**src/rtl/fifo_uart_tx.sv**
```systemverilog
// fifo_uart_tx: drains bytes from an upstream FIFO and sends them as 8N1 (optional even parity) UART frames.
// Ports:
//   CLOCK      rising-edge system clock
//   RESET      asynchronous active-high reset
//   ENABLE     1 = allowed to start new frames
//   F_EMPTY_N  upstream FIFO has at least one byte
//   FIFO_DATA  upstream read data, valid the cycle after READ
//   READ       one-cycle read strobe to the FIFO
//   TX         serial line, idles high
//   BUSY       high while a byte is fetched or transmitted
//   BYTE_COUNT frames completed since reset, wraps silently
module fifo_uart_tx #(
  parameter int CLKS_PER_BIT = 16,
  parameter bit PARITY_EN = 1'b0
) (
  input  logic        CLOCK,
  input  logic        RESET,
  input  logic        ENABLE,
  input  logic        F_EMPTY_N,
  input  logic [7:0]  FIFO_DATA,
  output logic        READ,
  output logic        TX,
  output logic        BUSY,
  output logic [15:0] BYTE_COUNT
);
  localparam int W = $clog2(CLKS_PER_BIT);
  localparam logic [W-1:0] LAST = W'(CLKS_PER_BIT - 1);
  typedef enum logic [2:0] {IDLE, FETCH, LOAD, START, DATA, PARITY, STOP} state_t;
  state_t state, state_n;
  logic [W-1:0] baud, baud_n;
  logic [2:0] idx, idx_n;
  logic [7:0] sh, sh_n;
  logic par, par_n, last, go, tx_n, on_line;
  logic [15:0] cnt_n;
  assign last = baud == LAST;
  assign go = ENABLE && F_EMPTY_N;
  assign on_line = state == START || state == DATA || state == PARITY || state == STOP;
  always_comb begin
    state_n = state;
    idx_n = idx;
    sh_n = sh;
    par_n = par;
    cnt_n = BYTE_COUNT;
    baud_n = on_line && !last ? baud + 1'b1 : '0;
    case (state)
      IDLE: state_n = go ? FETCH : IDLE;
      FETCH: state_n = LOAD;
      LOAD: begin
        sh_n = FIFO_DATA;
        par_n = ^FIFO_DATA;
        idx_n = '0;
        state_n = START;
      end
      START: state_n = last ? DATA : START;
      DATA: if (last) begin
        sh_n = sh >> 1;
        idx_n = idx + 3'd1;
        if (idx == 3'd7) state_n = PARITY_EN ? PARITY : STOP;
      end
      PARITY: state_n = last ? STOP : PARITY;
      STOP: if (last) begin
        cnt_n = BYTE_COUNT + 16'd1;
        state_n = go ? FETCH : IDLE;
      end
      default: state_n = IDLE;
    endcase
    // Outputs are decoded from the next state so they leave the flops aligned with the state register.
    tx_n = state_n == START ? 1'b0 : state_n == DATA ? sh_n[0] : state_n == PARITY ? par_n : 1'b1;
  end
  always_ff @(posedge CLOCK or posedge RESET) begin
    if (RESET) begin
      state <= IDLE;
      baud <= '0;
      idx <= '0;
      sh <= '0;
      par <= 1'b0;
      BYTE_COUNT <= '0;
      TX <= 1'b1;
      READ <= 1'b0;
      BUSY <= 1'b0;
    end else begin
      state <= state_n;
      baud <= baud_n;
      idx <= idx_n;
      sh <= sh_n;
      par <= par_n;
      BYTE_COUNT <= cnt_n;
      TX <= tx_n;
      READ <= state_n == FETCH;
      BUSY <= state_n != IDLE;
    end
  end
endmodule

```
**config.mk**
```make
export PLATFORM = sky130hd
export DESIGN_NAME = fifo_uart_tx
export DESIGN_NICKNAME = d
export VERILOG_FILES = /design/src/rtl/fifo_uart_tx.sv
export SDC_FILE = /design/constraint.sdc
export NUM_CORES = 1
export LEC_CHECK = 0
export ABC_AREA = 1
export BUFFER_PORTS_ARGS = -buffer_cell sky130_fd_sc_hd__buf_4
export CORE_ASPECT_RATIO = 1.25
export CORE_MARGIN = 2
export CORE_UTILIZATION = 61
export CTS_BUF_LIST = sky130_fd_sc_hd__clkbuf_16
export DETAILED_ROUTE_END_ITERATION = 10
export HOLD_SLACK_MARGIN = 0.02
export PLACE_DENSITY = 0.85
export SETUP_SLACK_MARGIN = 0.5
export SLEW_MARGIN = 20
export SYNTH_ARGS = -nofsm -noshare
export SYNTH_HDL_FRONTEND = slang
export SYNTH_SLANG_ARGS = --single-unit
```
**constraint.sdc**
```tcl
create_clock -name CLOCK -period 3.4 [get_ports CLOCK]
set_input_delay 0.17 -clock CLOCK [delete_from_list [all_inputs] [get_ports CLOCK]]
set_output_delay 0.17 -clock CLOCK [all_outputs]
set_load 0.01 [all_outputs]
```
Word-level counts from Yosys, hierarchy flattened
Index checks and enable logic that the tools add are counted.
Widths: inputs -> output; s select.
{"block": "totals", "input_bits": 12, "output_inout_bits": 19, "register_bits": 38}
{"block": "op_classes", "n_reduce_logical": 12, "mux": 16, "addsub": 3, "n_eq_ne": 13}
{"op": "$pmux 3 s7", "count": 1}
{"op": "$eq 3x3->1 const B", "count": 6}
{"op": "$add 16x1->16 const B", "count": 1}
{"op": "$pmux 8 s2", "count": 1}
{"op": "$mux 3", "count": 5}
{"op": "$eq 3x2->1 const B", "count": 3}
{"op": "$mux 8", "count": 1}
{"op": "$reduce_xor 8->1", "count": 1}
{"op": "$eq 3x1->1 const B", "count": 2}
{"op": "$pmux 3 s2", "count": 1}
{"op": "$mux 1", "count": 5}
{"op": "$add 4x1->4 const B", "count": 1}
{"op": "$eq 4x4->1 const B", "count": 1}
{"op": "$mux 4", "count": 1}
{"op": "$reduce_and 2->1", "count": 2}
{"op": "$add 3x1->3 const B", "count": 1}
{"op": "$logic_not 3->1", "count": 1}
{"op": "$logic_or 1x1->1", "count": 3}
{"op": "$reduce_bool 3->1", "count": 1}
{"op": "$logic_and 1x1->1", "count": 2}
{"op": "$mux 2", "count": 1}
{"op": "$ne 2x2->1 const B", "count": 1}
{"op": "$reduce_bool 2->1", "count": 1}
{"op": "$logic_not 1->1", "count": 1}

Depth between registers and ports, before layout
Gate-level depths: netlist of the first run.
{"block": "logic_depth", "word_depth": 8, "ltp_mapped": 11}

Worst setup path after synthesis of the first run
No wires, ideal clock.
{"block": "synth_path", "path_kind": "flip-flop to flip-flop", "from": "register baud[0]", "to": "register BYTE_COUNT[14]", "t_arrival_ps": 1459, "slack_ps": 1818, "t_required_ps": 3277, "path_stages_with_launch": 10, "path_buffers": 0, "path_cell_list": "dfrtp_1 > ha_1 > nand3_4 > nor2_8 > inv_4 > nor2_4 > nand2_2 > nor2_4 > nand3_1 > xor2_1"}
{"block": "synth_via", "elab_chain_len": 2}
{"item": "from (decl)", "line_no": "30", "text": "logic [W-1:0] baud, baud_n;"}
{"item": "from (signal assigned)", "line_no": "83", "text": "baud <= baud_n;"}
{"item": "$eq 4x4->1", "line_no": "35", "text": "assign last = baud == LAST;"}
{"item": "$reduce_and 2->1 (no source line)"}
{"item": "to (signal assigned)", "line_no": "87", "text": "BYTE_COUNT <= cnt_n;"}
{"item": "to (decl)", "line_no": "24", "text": "output logic [15:0] BYTE_COUNT"}
Every way passes these cells.
A chain may end at the register's enable or synchronous reset.

Worst setup path after layout of the first run
{"block": "layout_path", "from": "register baud[0]", "to": "register BYTE_COUNT[15]"}
The elaborated chain is that of the path after synthesis.

==> key figures, run 1 <==
Die
  – Die area: 3870 um^2
  – Initial Util: 64.0%
  – Core area: 3220 um^2
  – Die X: 56.0 um
  – Rows: 23
  – IO Pins: 31
  – Die Ht: 69.0 um

Clock tree
  – CTS tree: built
  – CTS Buf Count: 5
  – Clock latency on the worst-skew pair: 0.28 ns
  – Root Driver: clkbuf_16
  – Setup repair bufs after CTS: 0
  – H-tree Lvls: 2
  – Max Root-Sink Buffers: 2
  – Clk slew on worst S/H paths: 0.06 ns
  – # clock sinks: 38

Yosys
  – Sequential-to-total area share from yosys stat: 46.1%
  – Synth Flop Type: dfrtp_1
  – Syn Inst Count: 254
  – Number of synthesized flops with an enable pin: 0
  – FF+latch count, synth: 38
  – Syn nets: 270
  – Syn. warnings: 0
  – Cell Area, Synth: 2060 um^2
  – Synth async-reset ratio: 100%
  – Largest area contributor in the netlist: dfrtp_1
  – Post-synth top area share: 44.9%
  – Unique masters post-synth: 28
  – Syn avg cell area: 8.12 um^2
  – Area contributors post-synth: dfrtp_1 (45%), nand2_1 (16%), xor2_1 (5.5%)

Power
  – Clock power frac: 50.0%
  – Total chip power: 1030 uW
  – Sw Ratio: 20.1%
  – Reg power frac: 44.8%
  – Cell-internal power: 824 uW
  – Static leakage: 0.00135 uW
  – Net switching power: 208 uW
  – Power per cell area: 412 nW/um^2
  – Comb pwr share: 5.2%
  – Max IR drop VDD: 420 uV

Status
  – Status: complete, no violations

Critical path
  – CP required: 3.56 ns
  – Critical path launch point type: flip-flop
  – Worst EP arrival: 1.94 ns
  – Critical-path top delay cell: dfrtp_1
  – CP endpoint kind: flip-flop
  – CP Cell Sequence: ha_1 -> nand3_4 -> nor2_8 -> nand3_1 -> nor2_2 -> nand4_1 -> xnor2_1
  – Crit path largest cell delay: 0.37 ns
  – Worst Path Buf+Inv: 0
  – Family with the most delay on the worst path: simple AND/OR/NAND/NOR gates
  – CP max FO: 10
  – Kind of critical path: flip-flop to flip-flop

Cells and area
  – Area delta synth->final: 21.5%
  – Design Area, Final: 2510 um^2
  – Inserted Diodes: 0
  – Final core occ: 77.8%
  – Reg area: 952 um^2
  – Layout Nets: 308
  – # fillers: 235
  – Layout cells sized above 1: 20.5%
  – Footprint of the multi-input gates: 966 um^2

STA
  – Fin. Hold Viols: 0
  – Setup_tns: 0 ns
  – Max_slew headroom: 68.6%
  – RSZ-0062 raised after global routing: no
  – Crit path time final: 1.77 ns
  – Skew final: 0.00365 ns
  – Final setup vio count: 0
  – Worst Tran Pin Value: 0.471 ns
  – Max-slew violations: 0
  – Fmax: 564 MHz
  – Fin crit share: 52.2%

Job
  – Max Cap Viol: 0

Global route
  – Pin count of the biggest net entering global routing: 39
  – First-pass GRT wire length: 7.46 mm
  – Vias in the first global route: 1716
  – GRT Overall Usage: 24.3%
  – GR Overflow Total: 0
  – Initial antenna violation count: 0

Place
  – Placer congestion estimate: 0.790
  – Port bufs: 30
  – DP Area: 2330 um^2
  – Placed wire-length estimate: 2.92 mm

Route
  – First-pass iteration count of the detailed router: 4
  – Final antenna-violating net count: 0
  – WL per Instance: 12.7 um
  – Routed WL: 4.20 mm
  – # DRC: 0
  – Via density: 5.34
  – Starting DRT DRC Count: 62
  – Vias: 1763

Worst hold path
  – Hold crit path type: primary input to flip-flop
-- worst register-to-register path, delay by kind of cell (launching register included) --
kind	cells	cell delay (ns)
and+or+nand+nor	5	0.90
DFF	1	0.37
adders and majority gates	1	0.24
xor gates and xnor gates	1	0.16
-- area by class of cell --
type / instances / share of cell area [%]
clock buffer: 5 / 4.99
clock inverter: 3 / 1.60
inverter: 35 / 5.34
multi-input combinational: 180 / 38.5
sequential: 38 / 38.0
tap: 37 / 1.85
timing repair buffer: 32 / 9.69
-- power by group through the flow --
stage / combinational (uW) / clock [uW] / sequential, uW
4_1_cts: 53.9 / 522 / 462
5_1_grt: 62.7 / 537 / 463
3_3_place_gp: 50.5 / 0 / 470
3_5_place_dp: 52.5 / 0 / 470
2_1_floorplan: 30.4 / 0 / 470
6_report: 53.6 / 516 / 462
-- sequential cells by signal (all words and copies together), names as in the netlist, 3 cells and up --
| register | count |
|---|---|
| BYTE_COUNT | 16 |
| sh | 8 |
| idx | 3 |
| baud | 4 |
| state | 3 |
-- path summary, 6_finish.rpt --
path,slack (ns),cells after the start,start,to
worst max register to register,1.63,7,baud[0],BYTE_COUNT[15]
worst min-delay path,0.15,3,FIFO_DATA[3],sh[3]
max in group asynchronous,2.46,4,RESET,TX
min in group asynchronous,0.58,4,RESET,BYTE_COUNT[11]
worst min register to register,0.47,1,baud[0],baud[0]
worst max-delay path,1.63,7,baud[0],BYTE_COUNT[15]
-- repair_timing --
item | CTS | global route
endpoints found under the hold margin | 12 | 0
hold buffers | 1 | 0
resized for setup | 0 | 0
-- stage by stage --
| step | setup slack, ns | cells | hold slack [ns] |
|---|---|---|---|
| floorplan | 1.82 | 254 | 0.315 |
| global placement | 1.75 | 321 | 0.305 |
| detailed placement | 1.70 | 321 | 0.317 |
| CTS | 1.62 | 330 | 0.153 |
| global route | 1.50 | 330 | 0.182 |
| finish | 1.63 | 330 | 0.151 |
-- Yosys cell counts, drive strengths merged (3+ instances only) --
cell,n
xor2,13
nor3,7
nand4,3
ha,4
nand2,88
o21ai,5
nor2,22
inv,35
a22oi,6
dfrtp,37
xnor2,3
nand3,25
-- cells in the final DEF (no fill, tap or decap), types with 3 or more instances in the layout --
master      n
nand2_1    86
a22oi_1     6
nor3_1      6
clkbuf_16   5
ha_1        4
inv_1      30
nor2_1     15
nand3_1    22
dfrtp_1    37
inv_2       4
nor2_2      4
o21ai_0     4
buf_4      31
nand4_1     3
xnor2_1     3
xor2_1     13
-- logic make-up (layout without fill, tap and decap cells) --
group | Yosys count | in the layout | synth area share, %
and+or+nand+nor | 148 | 148 | 33.6
xor gates and xnor gates | 16 | 16 | 6.79
DFF | 38 | 38 | 46.1
buffers and inverters | 36 | 75 | 7.03
adders and majority gates | 4 | 4 | 2.43
AOI/OAI and AO/OA | 12 | 12 | 4.00
-- layer usage --
metal | up-vias | track usage, % | wire (um)
met2 | 36 | 42.5 | 2250
met1 | 847 | 28.5 | 1700
met4 | 0 | 9.79 | 78
met3 | 8 | 5.25 | 168
li1 | 872 | - | -
met5 | - | 0 | 0
Power figures use the tool's default switching activity.
==> run 2: changes to the inputs <==
--- a/config.mk
+++ b/config.mk
@@ -9,11 +9,11 @@
 export BUFFER_PORTS_ARGS = -buffer_cell sky130_fd_sc_hd__buf_4
 export CORE_ASPECT_RATIO = 1.25
 export CORE_MARGIN = 2
-export CORE_UTILIZATION = 61
+export CORE_UTILIZATION = 51
 export CTS_BUF_LIST = sky130_fd_sc_hd__clkbuf_16
 export DETAILED_ROUTE_END_ITERATION = 10
 export HOLD_SLACK_MARGIN = 0.02
-export PLACE_DENSITY = 0.85
+export PLACE_DENSITY = 0.75
 export SETUP_SLACK_MARGIN = 0.5
 export SLEW_MARGIN = 20
 export SYNTH_ARGS = -nofsm -noshare
==> constraint.sdc (replaced) <==
create_clock -name CLOCK -period 1.4 [get_ports CLOCK]
set_input_delay 0.07 -clock CLOCK [delete_from_list [all_inputs] [get_ports CLOCK]]
set_output_delay 0.07 -clock CLOCK [all_outputs]
set_load 0.01 [all_outputs]
==> key figures, run 2 (synthesis gave the netlist of run 1 again) <==
Status
  – Status: finished with violations
  – Failing checks: negative setup slack

Global route
  – First-pass GRT wire length: 8.40 mm (+13%)
  – GR Overflow Total: 0 (unchanged)
  – Initial antenna violation count: 0 (unchanged)
  – GRT Overall Usage: 25.0% (+0.68 points)
  – Vias in the first global route: 1981 (+15%)
  – Pin count of the biggest net entering global routing: 24 (-38%)

STA
  – Final setup margin: -0.201 ns (-1.83 ns)
  – Fin crit share: 114% (+62 points)
  – Crit path time final: 1.60 ns (-0.173 ns)
  – Fmax: 625 MHz (+11%)
  – Fin. Hold Viols: 0 (unchanged)
  – Max_slew headroom: 66.8% (-1.8 points)
  – Final setup vio count: 18 (+18)
  – Worst Tran Pin Value: 0.495 ns (+0.0246 ns)
  – Setup_tns: -1.80 ns (-1.80 ns)
  – Skew final: 0.0122 ns (+0.00855 ns)
  – RSZ-0062 raised after global routing: yes
  – Max-slew violations: 0 (unchanged)

Job
  – Max Cap Viol: 0 (unchanged)

Route
  – Routed WL: 5.86 mm (+40%)
  – WL per Instance: 14.9 um (+17%)
  – Final antenna-violating net count: 0 (unchanged)
  – Via density: 5.04 (-5.6%)
  – Vias: 1977 (+12%)
  – First-pass iteration count of the detailed router: 4 (unchanged)
  – # DRC: 0 (unchanged)
  – Starting DRT DRC Count: 89 (+44%)

Place
  – Placed wire-length estimate: 3.18 mm (+8.7%)
  – Placer congestion estimate: 0.870 (+10%)
  – Port bufs: 30 (unchanged)

Clock tree
  – CTS Buf Count: 5 (unchanged)
  – Max Root-Sink Buffers: 2 (unchanged)
  – H-tree Lvls: 2 (unchanged)
  – Clock latency on the worst-skew pair: 0.29 ns (about the same)
  – CTS tree: built
  – Root Driver: clkbuf_16
  – # clock sinks: 38 (unchanged)
  – Clk slew on worst S/H paths: 0.06 ns (about the same)

Power
  – Sw Ratio: 20.7% (+0.56 points)
  – Cell-internal power: 2010 uW (+140%)
  – Power per cell area: 801 nW/um^2 (+95%)
  – Net switching power: 524 uW (+150%)
  – Max IR drop VDD: 778 uV (+85%)
  – Static leakage: 0.00169 uW (+25%)
  – Reg power frac: 44.3% (-0.5 points)
  – Comb pwr share: 5.7% (+0.5 points)
  – Clock power frac: 50.0% (about the same)

Die
  – Die Ht: 75.1 um (+8.8%)
  – Die X: 60.9 um (+8.7%)
  – IO Pins: 31 (unchanged)
  – Die area: 4570 um^2 (+18%)
  – Core area: 3850 um^2 (+19%)
  – Initial Util: 53.6% (-10 points)
  – Rows: 25 (+8.7%)

Critical path
  – Crit path top cell by count: nor2_4
  – Worst Path Buf+Inv: 2 (+2)
  – CP Cell Sequence: ha_4 -> nand3_4 -> nor2_8 -> inv_4 -> nor2_4 -> nand2_4 -> nor2_4 -> buf_4 -> xor2_1
  – CP required: 1.60 ns (-1.96 ns)
  – Critical-path top delay cell: dfrtp_1
  – Family with the most delay on the worst path: simple AND/OR/NAND/NOR gates
  – Crit path largest cell delay: 0.39 ns (+0.02 ns)
  – CP max FO: 7 (-3)
  – CP endpoint kind: flip-flop
  – Worst EP arrival: 1.80 ns (-0.14 ns)
  – Critical path launch point type: flip-flop
  – Kind of critical path: flip-flop to flip-flop

Cells and area
  – Layout cells sized above 1: 39.1% (+19 points)
  – Most common cell after layout, fill and taps aside: nand2_1
  – Inserted Diodes: 0 (unchanged)
  – Area delta synth->final: 53.1%
  – Top reg by flops: BYTE_COUNT
  – Max reg flops: 16 (unchanged)
  – Final core occ: 82.1% (+4.4 points)
  – Most frequent cells in the layout: nand2_1 (83), buf_4 (54), dfrtp_1 (34)
  – Layout Nets: 353 (+15%)
  – Largest registers: BYTE_COUNT x16, sh x8, baud x4

Worst hold path
  – Hold crit path type: primary input to flip-flop
## run 2: tightest hold or removal path: stages
cell	delay (ns)
buf_4	0.09
a22oi_1	0.08
nand2_1	0.05
## run 2: layout make-up
| type | count | area [um^2] |
|---|---|---|
| well taps | 54 | 67.6 |
| flip-flops and latches | 38 | 956 |
| repair inverters | 1 | 5.00 |
| multi-input cells | 181 | 1160 |
| inverters | 35 | 153 |
| clock inverters | 3 | 37.5 |
| fillers | 218 | 688 |
| repair buffers | 75 | 658 |
| clock buffers | 5 | 125 |
## run 2: worst paths after layout
check                                   from  cells past startpoint  slack, ns              to
worst min register to register         sh[5]                      2       0.48           sh[5]
max in group asynchronous              RESET                      4       0.71   BYTE_COUNT[2]
min in group asynchronous              RESET                      3       0.32        state[1]
worst min-delay path            FIFO_DATA[1]                      3       0.05           sh[1]
worst max register to register       baud[0]                      9      -0.20  BYTE_COUNT[10]
worst max-delay path                 baud[0]                      9      -0.20  BYTE_COUNT[10]
## run 2: per-layer routing
metal  vias up  wire length, um  global-route usage, %
met2        51             3330                   47.0
met4         0              136                   10.6
met3        17              209                   6.01
met5         -                0                      0
met1       937             2180                   25.7
li1        972                -                      -
## run 2: timing repair
| item | CTS | global route |
|---|---|---|
| pin swaps | 7 | 7 |
| cloned | 1 | 1 |
| buffers inserted | 8 | 8 |
| hold buffers | 1 | 0 |
| endpoints found under the setup margin | 52 | 69 |
| endpoints found under the hold margin | 21 | 0 |
| gates resized for setup | 34 | 18 |
## run 2: power groups by stage
| stage | logic, uW | registers [uW] | clock network (uW) |
|---|---|---|---|
| 2_1_floorplan | 76.5 | 1140 | 0 |
| 3_5_place_dp | 135 | 1140 | 0 |
| 5_1_grt | 166 | 1120 | 1320 |
| 3_3_place_gp | 132 | 1140 | 0 |
| 6_report | 145 | 1120 | 1260 |
| 4_1_cts | 140 | 1120 | 1270 |
## run 2: stage by stage
step / hold slack, ns / total power (uW) / worst slack (ns) / instance area (um^2) / instances
CTS: 0.0485 / 2530 / -0.143 / 3030 / 383
global placement: 0.138 / 1270 / -0.104 / 2650 / 365
floorplan: 0.0357 / 1220 / -0.141 / 2140 / 254
global route: 0.0629 / 2610 / -0.289 / 3160 / 392
detailed placement: 0.140 / 1280 / -0.132 / 2650 / 365
finish: 0.0490 / 2530 / -0.201 / 3160 / 392
